File: src/rtl/jy_irq_pkg.sv
// Shared encodings for the J.Y.-family IRQ engine: count sources, count direction,
// register indices and the packed mode register layout.
package jy_irq_pkg;

    typedef enum logic [1:0] {
        SRC_CPU   = 2'd0,
        SRC_A12   = 2'd1,
        SRC_PPURD = 2'd2,
        SRC_CPUWR = 2'd3
    } src_e;

    typedef enum logic [1:0] {
        DIR_HOLD  = 2'b00,
        DIR_UP    = 2'b01,
        DIR_DOWN  = 2'b10,
        DIR_HOLD2 = 2'b11
    } dir_e;

    localparam logic [2:0] REG_CTRL   = 3'd0;
    localparam logic [2:0] REG_MODE   = 3'd1;
    localparam logic [2:0] REG_DIS    = 3'd2;
    localparam logic [2:0] REG_ENA    = 3'd3;
    localparam logic [2:0] REG_PRE    = 3'd4;
    localparam logic [2:0] REG_CNT_LO = 3'd5;
    localparam logic [2:0] REG_KEY    = 3'd6;
    localparam logic [2:0] REG_CNT_HI = 3'd7;

    typedef struct packed {
        dir_e       dir;        // [7:6]
        logic [1:0] rsvd;       // [5:4], stored and read back only
        logic       reload;     // [3]
        logic       short_pre;  // [2]
        src_e       src;        // [1:0]
    } mode_t;

endpackage

File: src/rtl/jy_a12_edge.sv
// PPU A12 synchroniser and low-time filter: 2-flop sync, then a rise is reported only
// after A12_FILT consecutive low samples. Latency 3 clk from raw rise to counted event.
module jy_a12_edge #(
    parameter int A12_FILT = 3
) (
    input  logic clk,
    input  logic map_rst_n,
    input  logic ppu_a12,
    output logic rise
);

    logic [1:0]          sync;
    logic [A12_FILT-1:0] hist;

    always_ff @(posedge clk) begin
        if (!map_rst_n) begin
            sync <= '0;
            hist <= '0;
        end else begin
            sync <= {sync[0], ppu_a12};
            hist <= (hist << 1) | A12_FILT'(sync[1]);
        end
    end

    // hist holds the A12_FILT samples preceding the current synchronised value
    assign rise = sync[1] & ~|hist;

endmodule

File: src/rtl/jy_irq_unit.sv
// Prescaler/counter IRQ engine with selectable source, XOR-keyed loads, up/down count
// and auto-reload. irq follows the pending flop; a register write swallows a same-cycle event.
module jy_irq_unit
    import jy_irq_pkg::*;
#(
    parameter int PRE_W    = 8,
    parameter int CNT_W    = 8,
    parameter int A12_FILT = 3
) (
    input  logic       clk,
    input  logic       map_rst_n,
    input  logic       cpu_tick,
    input  logic       ppu_a12,
    input  logic       ppu_rd,
    input  logic       cpu_wr,
    input  logic       reg_we,
    input  logic [2:0] reg_addr,
    input  logic [7:0] reg_wdat,
    output logic [7:0] reg_rdat,
    output logic       irq
);

    localparam logic [CNT_W-1:0] LO_MASK = CNT_W'(8'hFF);

    logic             en;
    logic             pend;
    logic [PRE_W-1:0] pre;
    logic [CNT_W-1:0] cnt;
    logic [CNT_W-1:0] rld;
    logic [7:0]       key;
    mode_t            mode;

    logic             a12_rise;
    logic             src_hit;
    logic             evt;
    logic             carry;
    logic             term;
    logic [PRE_W-1:0] pre_mask;
    logic [PRE_W-1:0] pre_inc;
    logic [CNT_W-1:0] cnt_step;
    logic [7:0]       wd_x;
    logic [CNT_W-1:0] cnt_lo_wr, cnt_hi_wr, rld_lo_wr, rld_hi_wr;
    logic [7:0]       rd_mux;

    jy_a12_edge #(.A12_FILT(A12_FILT)) u_a12 (
        .clk       (clk),
        .map_rst_n (map_rst_n),
        .ppu_a12   (ppu_a12),
        .rise      (a12_rise)
    );

    always_comb begin
        src_hit = 1'b0;
        case (mode.src)
            SRC_CPU:   src_hit = cpu_tick;
            SRC_A12:   src_hit = a12_rise;
            SRC_PPURD: src_hit = ppu_rd;
            SRC_CPUWR: src_hit = cpu_wr;
            default:   src_hit = 1'b0;
        endcase
    end

    assign evt      = src_hit & ~reg_we;
    assign pre_mask = mode.short_pre ? PRE_W'(3'b111) : '1;
    // Bits above the short mask keep their value while short mode is active
    assign pre_inc  = (pre & ~pre_mask) | ((pre + PRE_W'(1)) & pre_mask);
    assign carry    = evt && ((pre & pre_mask) == pre_mask);

    always_comb begin
        term     = 1'b0;
        cnt_step = cnt;
        case (mode.dir)
            DIR_UP: begin
                term     = &cnt;
                cnt_step = cnt + CNT_W'(1);
            end
            DIR_DOWN: begin
                term     = (cnt == '0);
                cnt_step = cnt - CNT_W'(1);
            end
            default: ;
        endcase
        if (term && mode.reload)
            cnt_step = rld;
    end

    assign wd_x      = reg_wdat ^ key;
    // With CNT_W=8 the high-byte casts truncate to zero, leaving the counter untouched
    assign cnt_lo_wr = (cnt & ~LO_MASK) | CNT_W'(wd_x);
    assign rld_lo_wr = (rld & ~LO_MASK) | CNT_W'(wd_x);
    assign cnt_hi_wr = (cnt & LO_MASK) | CNT_W'({wd_x, 8'h00});
    assign rld_hi_wr = (rld & LO_MASK) | CNT_W'({wd_x, 8'h00});

    always_comb begin
        rd_mux = {7'b0, pend};
        case (reg_addr)
            REG_MODE:   rd_mux = mode;
            REG_PRE:    rd_mux = 8'(pre);
            REG_CNT_LO: rd_mux = cnt[7:0];
            REG_KEY:    rd_mux = key;
            REG_CNT_HI: rd_mux = 8'({8'h00, cnt} >> 8);
            default:    rd_mux = {7'b0, pend};
        endcase
    end

    always_ff @(posedge clk) begin
        if (!map_rst_n) begin
            en       <= 1'b0;
            pend     <= 1'b0;
            pre      <= '0;
            cnt      <= '0;
            rld      <= '0;
            key      <= '0;
            mode     <= '0;
            reg_rdat <= '0;
        end else begin
            reg_rdat <= rd_mux;
            if (evt) begin
                pre <= pre_inc;
                if (carry) begin
                    cnt <= cnt_step;
                    if (term && en)
                        pend <= 1'b1;
                end
            end
            if (reg_we) begin
                case (reg_addr)
                    REG_CTRL: begin
                        en <= reg_wdat[0];
                        if (!reg_wdat[0])
                            pend <= 1'b0;
                    end
                    REG_MODE:   mode <= mode_t'(reg_wdat);
                    REG_DIS: begin
                        en   <= 1'b0;
                        pend <= 1'b0;
                    end
                    REG_ENA:    en  <= 1'b1;
                    REG_PRE:    pre <= PRE_W'(wd_x);
                    REG_CNT_LO: begin
                        cnt <= cnt_lo_wr;
                        rld <= rld_lo_wr;
                    end
                    REG_KEY:    key <= reg_wdat;
                    REG_CNT_HI: begin
                        cnt <= cnt_hi_wr;
                        rld <= rld_hi_wr;
                    end
                    default: ;
                endcase
            end
        end
    end

    assign irq = pend;

endmodule

File: config.mk
export PLATFORM = sky130hd
export DESIGN_NAME = jy_irq_unit
export DESIGN_NICKNAME = d
export VERILOG_FILES = /design/src/rtl/jy_irq_pkg.sv /design/src/rtl/jy_a12_edge.sv /design/src/rtl/jy_irq_unit.sv
export SDC_FILE = /design/constraint.sdc
export NUM_CORES = 1
export LEC_CHECK = 0
export ABC_AREA = 1
export BUFFER_PORTS_ARGS = -buffer_cell sky130_fd_sc_hd__clkbuf_2
export CORE_UTILIZATION = 31
export DETAILED_ROUTE_END_ITERATION = 7
export HOLD_SLACK_MARGIN = 0.1
export MAX_ROUTING_LAYER = met4
export PLACE_DENSITY = 0.56
export SLEW_MARGIN = 40
export SYNTH_ARGS = -nofsm -noshare
export SYNTH_HDL_FRONTEND = slang
export SYNTH_HIERARCHICAL = 1
export SYNTH_SLANG_ARGS = --single-unit
File: constraint.sdc
create_clock -name clk -period 3 [get_ports clk]
set_clock_uncertainty 0.2 [all_clocks]
set_input_delay 0.15 -clock clk [delete_from_list [all_inputs] [get_ports clk]]
set_output_delay 0.15 -clock clk [all_outputs]
set_load 0.005 [all_outputs]
==> results.md, run 1 <==
Timing:
- The setup total negative slack is 0 ns.
- Setup repair after global routing left no endpoint under its margin.
- The top achievable clock speed is 407.8 MHz.
- The setup violation total in the final timing report is 0.
- The slew of the pin with the lowest slew margin is 0.8576 ns.
- The final critical-path share of the clock period is 81.74%.
- The number of pins with negative max-slew slack in the final report came to 0.
- The smallest setup slack after layout is 0.5479 ns.
- The hold violation total from the final report is 0.
- The time the final worst path needs with I/O delays and setup is 2.452 ns.
- The worst relative slew slack is 42.76%.

Worst setup path:
- The longest individual stage delay on the worst path is 0.40 ns.
- Data on the critical path is required at its endpoint by 3.01 ns.
- STA classifies the critical path startpoint as a flop.
- In this run the worst path has a maximum fanout of 12.
- The cell that appears most often on the critical path is sky130_fd_sc_hd__nand2_1.
- The internal reg-to-reg setup slack is 0.55 ns.
- The worst reg2reg path startpoint is mode[6].
- Data arrives at the worst endpoint at 2.46 ns.
- In this design, the largest share of critical-path delay is due to simple AND/OR/NAND/NOR gates.
- The terminus of the critical flop-to-flop path is cnt[4].
- Among all stages on the critical path, the largest delay is contributed by sky130_fd_sc_hd__ha_1.
- The number of cells on the worst reg-to-reg path is 16.
- The setup path with the least slack is of type flop to flop.
- The buffers plus inverters on the worst setup path is 3.
- Traced cell by cell, the critical path runs through inv_1 -> ha_1 -> inv_1 -> nand2_1 -> nand2_1 -> ha_1 -> a21oi_1 -> inv_1 -> nand2_1 -> nand2_1 -> nand2_1 -> nand3_1 -> nand3_1 -> nand3_1 -> nand2_1 -> a21oi_2.
- The worst setup path is captured at a flop.

Yosys:
- In this run the biggest area consumer among cell types represents 33.74% of the synthesized area.
- The number of distinct library cells after synthesis is 36.
- The commonest cells after synthesis are 123 x sky130_fd_sc_hd__nand2_1, 61 x sky130_fd_sc_hd__inv_1, 55 x sky130_fd_sc_hd__dfxtp_1, 55 x sky130_fd_sc_hd__nor2_1, 40 x sky130_fd_sc_hd__a21oi_1.
- Synthesis inferred 55 register bits.
- For this run, the register share of the synthesized area comes to 33.74%.
- The async set-reset flop share out of synthesis is 0%.
- The post-synthesis cell area is 3263 um2.
- In the synthesized netlist the dominant register cell turns out to be sky130_fd_sc_hd__dfxtp_1.
- The average footprint of a synthesized cell is 6.592 um2.
- In the post-synthesis netlist, the biggest area contributors are sky130_fd_sc_hd__dfxtp_1 34%, sky130_fd_sc_hd__nand2_1 14%, sky130_fd_sc_hd__inv_1 7.0%.
- The most common cell in the synthesized netlist is sky130_fd_sc_hd__nand2_1.
- The total nets after synthesis is 518.
- The Yosys step of the flow raised 6 warnings.
- The biggest area contributor in the post-synthesis netlist is sky130_fd_sc_hd__dfxtp_1.
- After technology mapping, the gate count stands at 495.
- Yosys mapped a number of flops with a built-in enable equal to 0.

Placed design:
- OpenSTA, run right after detailed placement, puts the worst setup slack at 0.5871 ns.
- Summed over all nets, the half-perimeter wirelength after detailed placement is 6590 um.
- The count of buffers from port buffering is 26.
- The weighted congestion reported at the end of routability-driven placement is 0.8706.

Cells and area:
- The share of cells above drive strength 1 is 13.21%.
- After filler insertion, the fill cell instance count of the layout stands at 1144.
- The number of nets in the layout is 552.
- The growth of design area from synthesis to finish is 14.99%.
- The antenna cell count is 0.
- The final core utilization is 36.51%.

GRT:
- The wire length of the first global-routing pass is 15030 um.
- The overall fraction of global-route tracks in use is 17.53%.
- Global routing finished with a remaining overflow of 0.
- Entering global routing, the biggest net connects 33 pins.
- The number of antenna violations at the first check in global routing was 0.
- The number of global-route vias before repair came to 3083.

Clock tree:
- The clock latency on the worst-skew pair is 0.31 ns.
- The clock net sink count is 55.
- The root cell of the clock tree is sky130_fd_sc_hd__clkbuf_8.
- TritonCTS built the clock tree.
- The number of H-tree levels is 2.
- The clock transition at the register clock pins on the worst setup and hold paths after CTS is 0.11 ns.
- The total clock buffers created by CTS is 5.
- Counting along the longest clock path gives a buffer depth of 2.

Detailed routing:
- The antenna violation net count after detailed routing is 0.
- The sum of routed wire length over all layers is 9043 um.
- The per-cell routed wire length is 13.58 um.
- The first routing iteration left 162 violations.
- The number of detailed-route iterations in the first pass is 5.
- The total via count after detailed routing is 3278.
- After detailed routing, the number of remaining DRC violations is 0.
- After detailed routing, the number of vias per cell comes to 4.922.

Die:
- The area of the core region is 10280 um2.
- The initial standard-cell utilization of the core is 31.75%.
- The floorplan step set the die width to 104.6 um.
- The overall die area is 10940 um2.
- In this run the core area contains 37 standard-cell rows.
- The height of the die is 104.6 um.
- The number of top-level pins is 27.

Min path:
- The worst hold path terminates at u_a12/sync[0].
- The startpoint identified for the worst hold timing path is map_rst_n.
- The min-delay analysis places its worst path in the category input pin to flop.
- Along the worst hold path, the cell count comes to 4.

Pwr:
- The switching power total is 439.9 uW.
- The leakage power is 0.001685 uW.
- The sequential power share is 51.2%.
- The clock network burns 33.7% of the power.
- In this run, the combinational gates consume 15.1% of the power.
- Internal power comes to 1090 uW.
- Total power for the finished layout comes to 1530 uW.
- The switching share of power is 28.75%.
- The power density normalized to cell area is 407.7 nW/um2.
- The worst-case vdd ir drop is 0.2127 mV.

Run status:
- The run finished with clean final reports.

Job:
- The count of max-cap constraint violations is 0.
## cells by family (layout without fill, tap and decap cells)
family / Yosys count / after routing / share of synthesized area, %
AO/OA/AOI/OAI: 99 / 99 / 17.41
XOR/XNOR: 12 / 12 / 3.221
adder cells (fa/ha/maj): 5 / 5 / 1.917
buffers and inverters: 86 / 121 / 10.47
flip-flops: 55 / 55 / 33.74
multiplexers: 1 / 1 / 0.3068
AND/OR/NAND/NOR: 237 / 237 / 32.94
## registers in the layout (all words and copies together), names as in the netlist
name and count:
reg_rdat 8, pre 8, key 8, rld 8, u_a12/sync 2, cnt 8, u_a12/hist 3, en 1
mode 8, irq 1
## layout make-up
cell class,count,area [um2],area share (%)
Clock buffer,5,68.82,1.834
Tap cell,136,170.2,4.535
Multi-Input combinational cell,354,1821,48.52
Clock inverter,3,46.29,1.234
Sequential cell,55,1101,29.34
Inverter,72,270.3,7.202
Timing Repair Buffer,41,275.3,7.336
## power by group through the flow
stage	clock network [uW]	registers, uW	logic [uW]
CTS	529	782	230
finish	516	783	232
global placement	0	798	215
floorplan	0	788	155
global route	561	787	261
detailed placement	0	798	215
## layout by cell type (no fill, tap or decap), drive strengths merged, types with 2 or more instances in the layout
| cell type | count |
|---|---|
| nand2 | 125 |
| inv | 71 |
| nor2 | 62 |
| dfxtp | 55 |
| a21oi | 47 |
| nand3 | 35 |
| o21ai | 34 |
| clkbuf | 31 |
| dlygate4sd3 | 13 |
| xor2 | 9 |
| nand4 | 9 |
| o22ai | 8 |
| a221oi | 7 |
| ha | 5 |
| nor3 | 4 |
| xnor2 | 3 |
| clkinv | 2 |
| buf | 2 |
## how the worst max path moves through the flow
| stage | start | to | slack (ns) | depth (start not counted) |
|---|---|---|---|---|
| after global placement | mode[6] | cnt[4] | 0.67 | 16 |
| after global routing | mode[6] | cnt[6] | 0.34 | 16 |
| final | mode[6] | cnt[4] | 0.55 | 16 |
| after floorplan | mode[6] | cnt[4] | 0.96 | 16 |
| after detailed placement | mode[6] | cnt[4] | 0.59 | 16 |
| after CTS | mode[6] | cnt[4] | 0.58 | 16 |
## repair_timing
action	4_1_cts	5_1_grt
hold endpoints to repair	29	0
hold buffers	13	0
endpoints found under the setup margin	0	0
gates resized for setup	0	0
buffers inserted	0	0
## per-stage QoR
stage | std cells | instance area, um2 | hold WS, ns
floorplan | 495 | 3263 | 0.04345
global placement | 645 | 3507 | 0.1332
detailed placement | 645 | 3507 | 0.1389
CTS | 666 | 3752 | 0.1011
global route | 666 | 3752 | 0.1319
finish | 666 | 3752 | 0.1082
## tightest hold or removal path, cell delays in order
cell and delay, ns:
sky130_fd_sc_hd__clkbuf_2 0.09, sky130_fd_sc_hd__buf_4 0.23, sky130_fd_sc_hd__nand2_1 0.09, sky130_fd_sc_hd__inv_1 0.03
## layer usage
metal  vias up  track usage, %  part of all wire [%]
li1       1677               -                     -
met1      1484           24.14                    49
met2       105           26.82                    44
met3        12           2.433                   5.3
met4         0           4.930                   2.1
met5         -               -                     0
No activity file was read; power rests on OpenSTA's default activity.
==> run 2, diff against run 1 <==
--- a/config.mk
+++ b/config.mk
@@ -5,7 +5,7 @@
 export SDC_FILE = /design/constraint.sdc
 export NUM_CORES = 1
 export LEC_CHECK = 0
-export ABC_AREA = 1
+export ABC_AREA = 0
 export BUFFER_PORTS_ARGS = -buffer_cell sky130_fd_sc_hd__clkbuf_2
 export CORE_UTILIZATION = 31
 export DETAILED_ROUTE_END_ITERATION = 7
==> constraint.sdc (replaced) <==
create_clock -name clk -period 2.4 [get_ports clk]
set_clock_uncertainty 0.2 [all_clocks]
set_input_delay 0.12 -clock clk [delete_from_list [all_inputs] [get_ports clk]]
set_output_delay 0.12 -clock clk [all_outputs]
set_load 0.005 [all_outputs]
==> results.md, run 2 <==
Timing:
- The slew of the pin with the lowest slew margin is 0.6068 ns.
- The time the final worst path needs with I/O delays and setup is 2.409 ns.
- The hold violation total from the final report came to 0.
- The final critical-path share of the clock period is 100.4%.
- On the final layout, the worst hold slack is 0.1174 ns.
- The number of pins with negative max-slew slack in the final report came to 0.
- Timing would allow up to 415.1 MHz.
- The worst pin sits at a relative slew slack of 59.40%.
- Summed over all failing endpoints, the final setup total negative slack is -0.009300 ns.
- Once routing completed, OpenROAD measured the worst setup slack at -0.009300 ns.
- Setup violations remaining at the end of the flow were counted as 1.
- Setup repair after global routing could not meet its margin everywhere.

Worst setup path:
- The terminus of the critical flop-to-flop path is cnt[6].
- The longest individual stage delay on the worst path is 0.34 ns.
- Data on the critical path is required at its endpoint by 2.44 ns.
- The setup path with the least slack is of type flop to flop.
- The data arrival at the endpoint of the critical path is 2.45 ns.
- In this run the worst setup path begins at mode[6].
- STA classifies the critical path startpoint as a flop.
- The number of cells on the worst reg-to-reg path is 10.
- The startpoint identified for the worst register-to-register timing path is mode[6].
- The cell with the largest stage delay on the worst path is sky130_fd_sc_hd__dfxtp_2.
- The top fanout value on the critical path is 3.
- The category of the worst setup path capture point is a flop.
- For flop-to-flop paths, the worst setup slack is -0.009 ns.
- In this run the worst setup path terminates at cnt[6].
- Traced cell by cell, the critical path runs through inv_2 -> ha_4 -> xor2_1 -> ha_2 -> or3_4 -> a21oi_4 -> nor3_2 -> mux2_4 -> a211o_1 -> a211oi_2.

Detailed routing:
- The DRC violation count after routing is 0.
- The per-cell routed wire length is 14.47 um.
- The antenna violation net count after detailed routing is 0.
- The routed layout has 2999 vias.
- Dividing the detail-routed via count by the number of cells gives 5.100.
- The pre-antenna-repair detailed-routing pass consisted of 4 iterations.
- The routed design has 8509 um of wire.
- The detailed router finished its first iteration with 217 violations.

Yosys:
- The post-synthesis cell area is 3251 um2.
- A synthesized cell averages 8.006 um2.
- The biggest area consumer among synthesized cells is sky130_fd_sc_hd__dfxtp_1.
- The number of distinct library cells after synthesis is 68.
- The cell with the most instances after synthesis is sky130_fd_sc_hd__nand2_1.
- The prevailing post-synth register cell is sky130_fd_sc_hd__dfxtp_1.
- The dominant combinational cell family by area after synthesis is simple AND/OR/NAND/NOR gates.
- Ranked by instance count, the synthesized netlist is headed by 68 x sky130_fd_sc_hd__nand2_1, 55 x sky130_fd_sc_hd__dfxtp_1, 46 x sky130_fd_sc_hd__nor2_1.
- Summing the areas of all compound-gate instances in the mapped netlist gives 19.78% of the synthesized area.
- In the synthesized netlist the async set-or-reset flop fraction comes to 0%.
- In this run, synthesis produced a sequential element count of 55.
- Summing the sequential cell areas from Yosys gives 33.87% of the chip area.
- The xor/xnor share of the synthesized area is 4.580%.
- Ranked by total cell area, the synthesized netlist is headed by sky130_fd_sc_hd__dfxtp_1 34%, sky130_fd_sc_hd__nand2_1 7.9%, sky130_fd_sc_hd__a21oi_1 5.7%.
- The synthesized-area fraction occupied by and/or/nand/nor cells is 27.98%.
- Summing the areas of all fa, ha and maj instances in the mapped netlist gives 1.925% of the synthesized area.
- The share of synthesized area in the top cell type comes to 33.87%.
- In this run, synthesis inferred 0 flip-flops with an integrated enable.
- The number of cells produced by synthesis is 406.
- The fraction of synthesized area in multiplexers is 4.273%.
- During synthesis, Yosys emitted a total of 6 warnings.
- Synthesis produced a netlist with a net count of 429.

Cells and area:
- Leaving out fill and tap cells, the most frequent cell in the layout is sky130_fd_sc_hd__nand2_1.
- The register cell area after layout is 1105 um2.
- Summing all multi-input logic gate instances after layout gives 1969 um2.
- Leaving out filler cells and counting taps, the final layout contains 588.
- In the layout the commonest cells are 68 x sky130_fd_sc_hd__nand2_1, 52 x sky130_fd_sc_hd__dfxtp_1, 46 x sky130_fd_sc_hd__nor2_1.
- The number of nets in the layout is 474.
- The antenna cell count is 0.
- From synthesis to final layout, the design area changed by 18.59%.
- The share of cells above drive strength 1 is 20.80%.
- The final core utilization is 37.68%.
- The final-layout fill cell count is 1096.

Placed design:
- The number of placed instances, taps included, is 568.
- The weighted congestion reported at the end of routability-driven placement is 0.8723.
- Summed over all nets, the half-perimeter wirelength after detailed placement is 6331 um.
- Port buffering added 26 buffers.

Die:
- For this configuration, the core starts out at a cell density of 31.77%.
- The overall die area is 10900 um2.
- The region available for standard cell placement spans 10230 um2.
- The number of rows created at floorplan is 37.
- The x dimension of the die is 104.4 um.
- The number of top-level pins is 27.
- The height of the die is 104.4 um.

Pwr:
- Dividing total power by cell area gives a power density of 471.0 nW/um2.
- The worst-case vdd ir drop is 0.2962 mV.
- The leakage power is 0.001448 uW.

Run status:
- The flow ran to the end, but the final reports show violations.
- The final reports fail on setup timing.

Clock tree:
- The H-tree was split into 2 levels.
- The clock tree from TritonCTS is built.
- At the later pin of the worst-skew pair, clock insertion delay measures 0.31 ns.
- The clock net sink count is 55.
- After clock tree synthesis, the clock-pin slew on the worst setup and hold paths is 0.10 ns.
- TritonCTS created 5 clock buffers.
- The root cell of the clock tree is sky130_fd_sc_hd__clkbuf_8.
- The buffer levels on the longest clock path is 2.

GRT:
- The number of antenna violations at the first check in global routing was 0.
- In the global route stage, overall resource usage came out at 16.56%.
- The wire length of the first global-routing pass is 14250 um.
- The residual overflow from global routing is 0.
- Entering global routing, the biggest net connects 23 pins.
- The number of global-route vias before repair was 2797.

Job:
- Across the run, the number of max-cap violations was 0.

Min path:
- The worst hold path belongs to the class input pin to flop.
## run 2: cell type report
class                      instances  area share (%)
clock buffer                       5           1.785
timing repair buffer              65           12.43
clock inverter                     3           1.136
inverter                           5          0.4869
sequential                        55           28.66
multi-input combinational        319           51.09
tap                              136           4.414
## run 2: what timing repair did
item | 4_1_cts | 5_1_grt
gates resized for setup | 1 | 12
endpoints found under the hold margin | 34 | 0
buffers inserted | 0 | 1
hold buffers | 11 | 0
setup endpoints to repair | 1 | 7
gates cloned | 0 | 0
pin swaps | 0 | 7
## run 2: how the worst min path moves through the flow
stage / cells after the start / from / slack, ns / endpoint
2_1_floorplan: 1 / map_rst_n / 0.04 / u_a12/sync[0]
3_3_place_gp: 2 / ppu_a12 / 0.13 / u_a12/sync[0]
3_5_place_dp: 2 / ppu_a12 / 0.13 / u_a12/sync[0]
4_1_cts: 4 / reg_addr[1] / 0.11 / reg_rdat[3]
5_1_grt: 4 / reg_addr[1] / 0.16 / reg_rdat[3]
6_report: 3 / reg_addr[2] / 0.12 / reg_rdat[3]
## run 2: where the power goes
part	switching [uW]	total, uW	internal [uW]
logic	130	227	96.9
registers	24.1	962	938
clock network	315	626	311
total	469	1820	1350
## run 2: worst max-delay path, delay by kind of cell, from the launching register on
kind            cells  cell delay, ns
flops               1            0.34
mux                 1            0.30
fa+ha+maj           2            0.35
compound gates      3            0.57
buf+inv             1            0.05
xor+xnor            1            0.14
simple gates        2            0.40
## run 2: logic make-up after synthesis
group | Yosys count
compound gates | 101
flops | 55
xor+xnor | 17
mux | 12
simple gates | 184
buf+inv | 32
fa+ha+maj | 5
## run 2: layer usage
layer | GRT usage [%] | up-vias | routed length (um)
met1 | 22.36 | 1404 | 4057
met5 | - | - | 0
met4 | 5.714 | 0 | 215
met3 | 1.880 | 13 | 332
met2 | 25.54 | 78 | 3904
li1 | - | 1504 | -
## run 2: stage by stage
step / worst slack (ns) / area, um2 / power [uW]
after floorplan: -0.1934 / 3271 / 1121
after global placement: 0.04053 / 3555 / 1190
after detailed placement: 0.01405 / 3555 / 1192
after CTS: 0.001590 / 3779 / 1827
after global routing: -0.1126 / 3855 / 1898
final: -0.009300 / 3855 / 1816
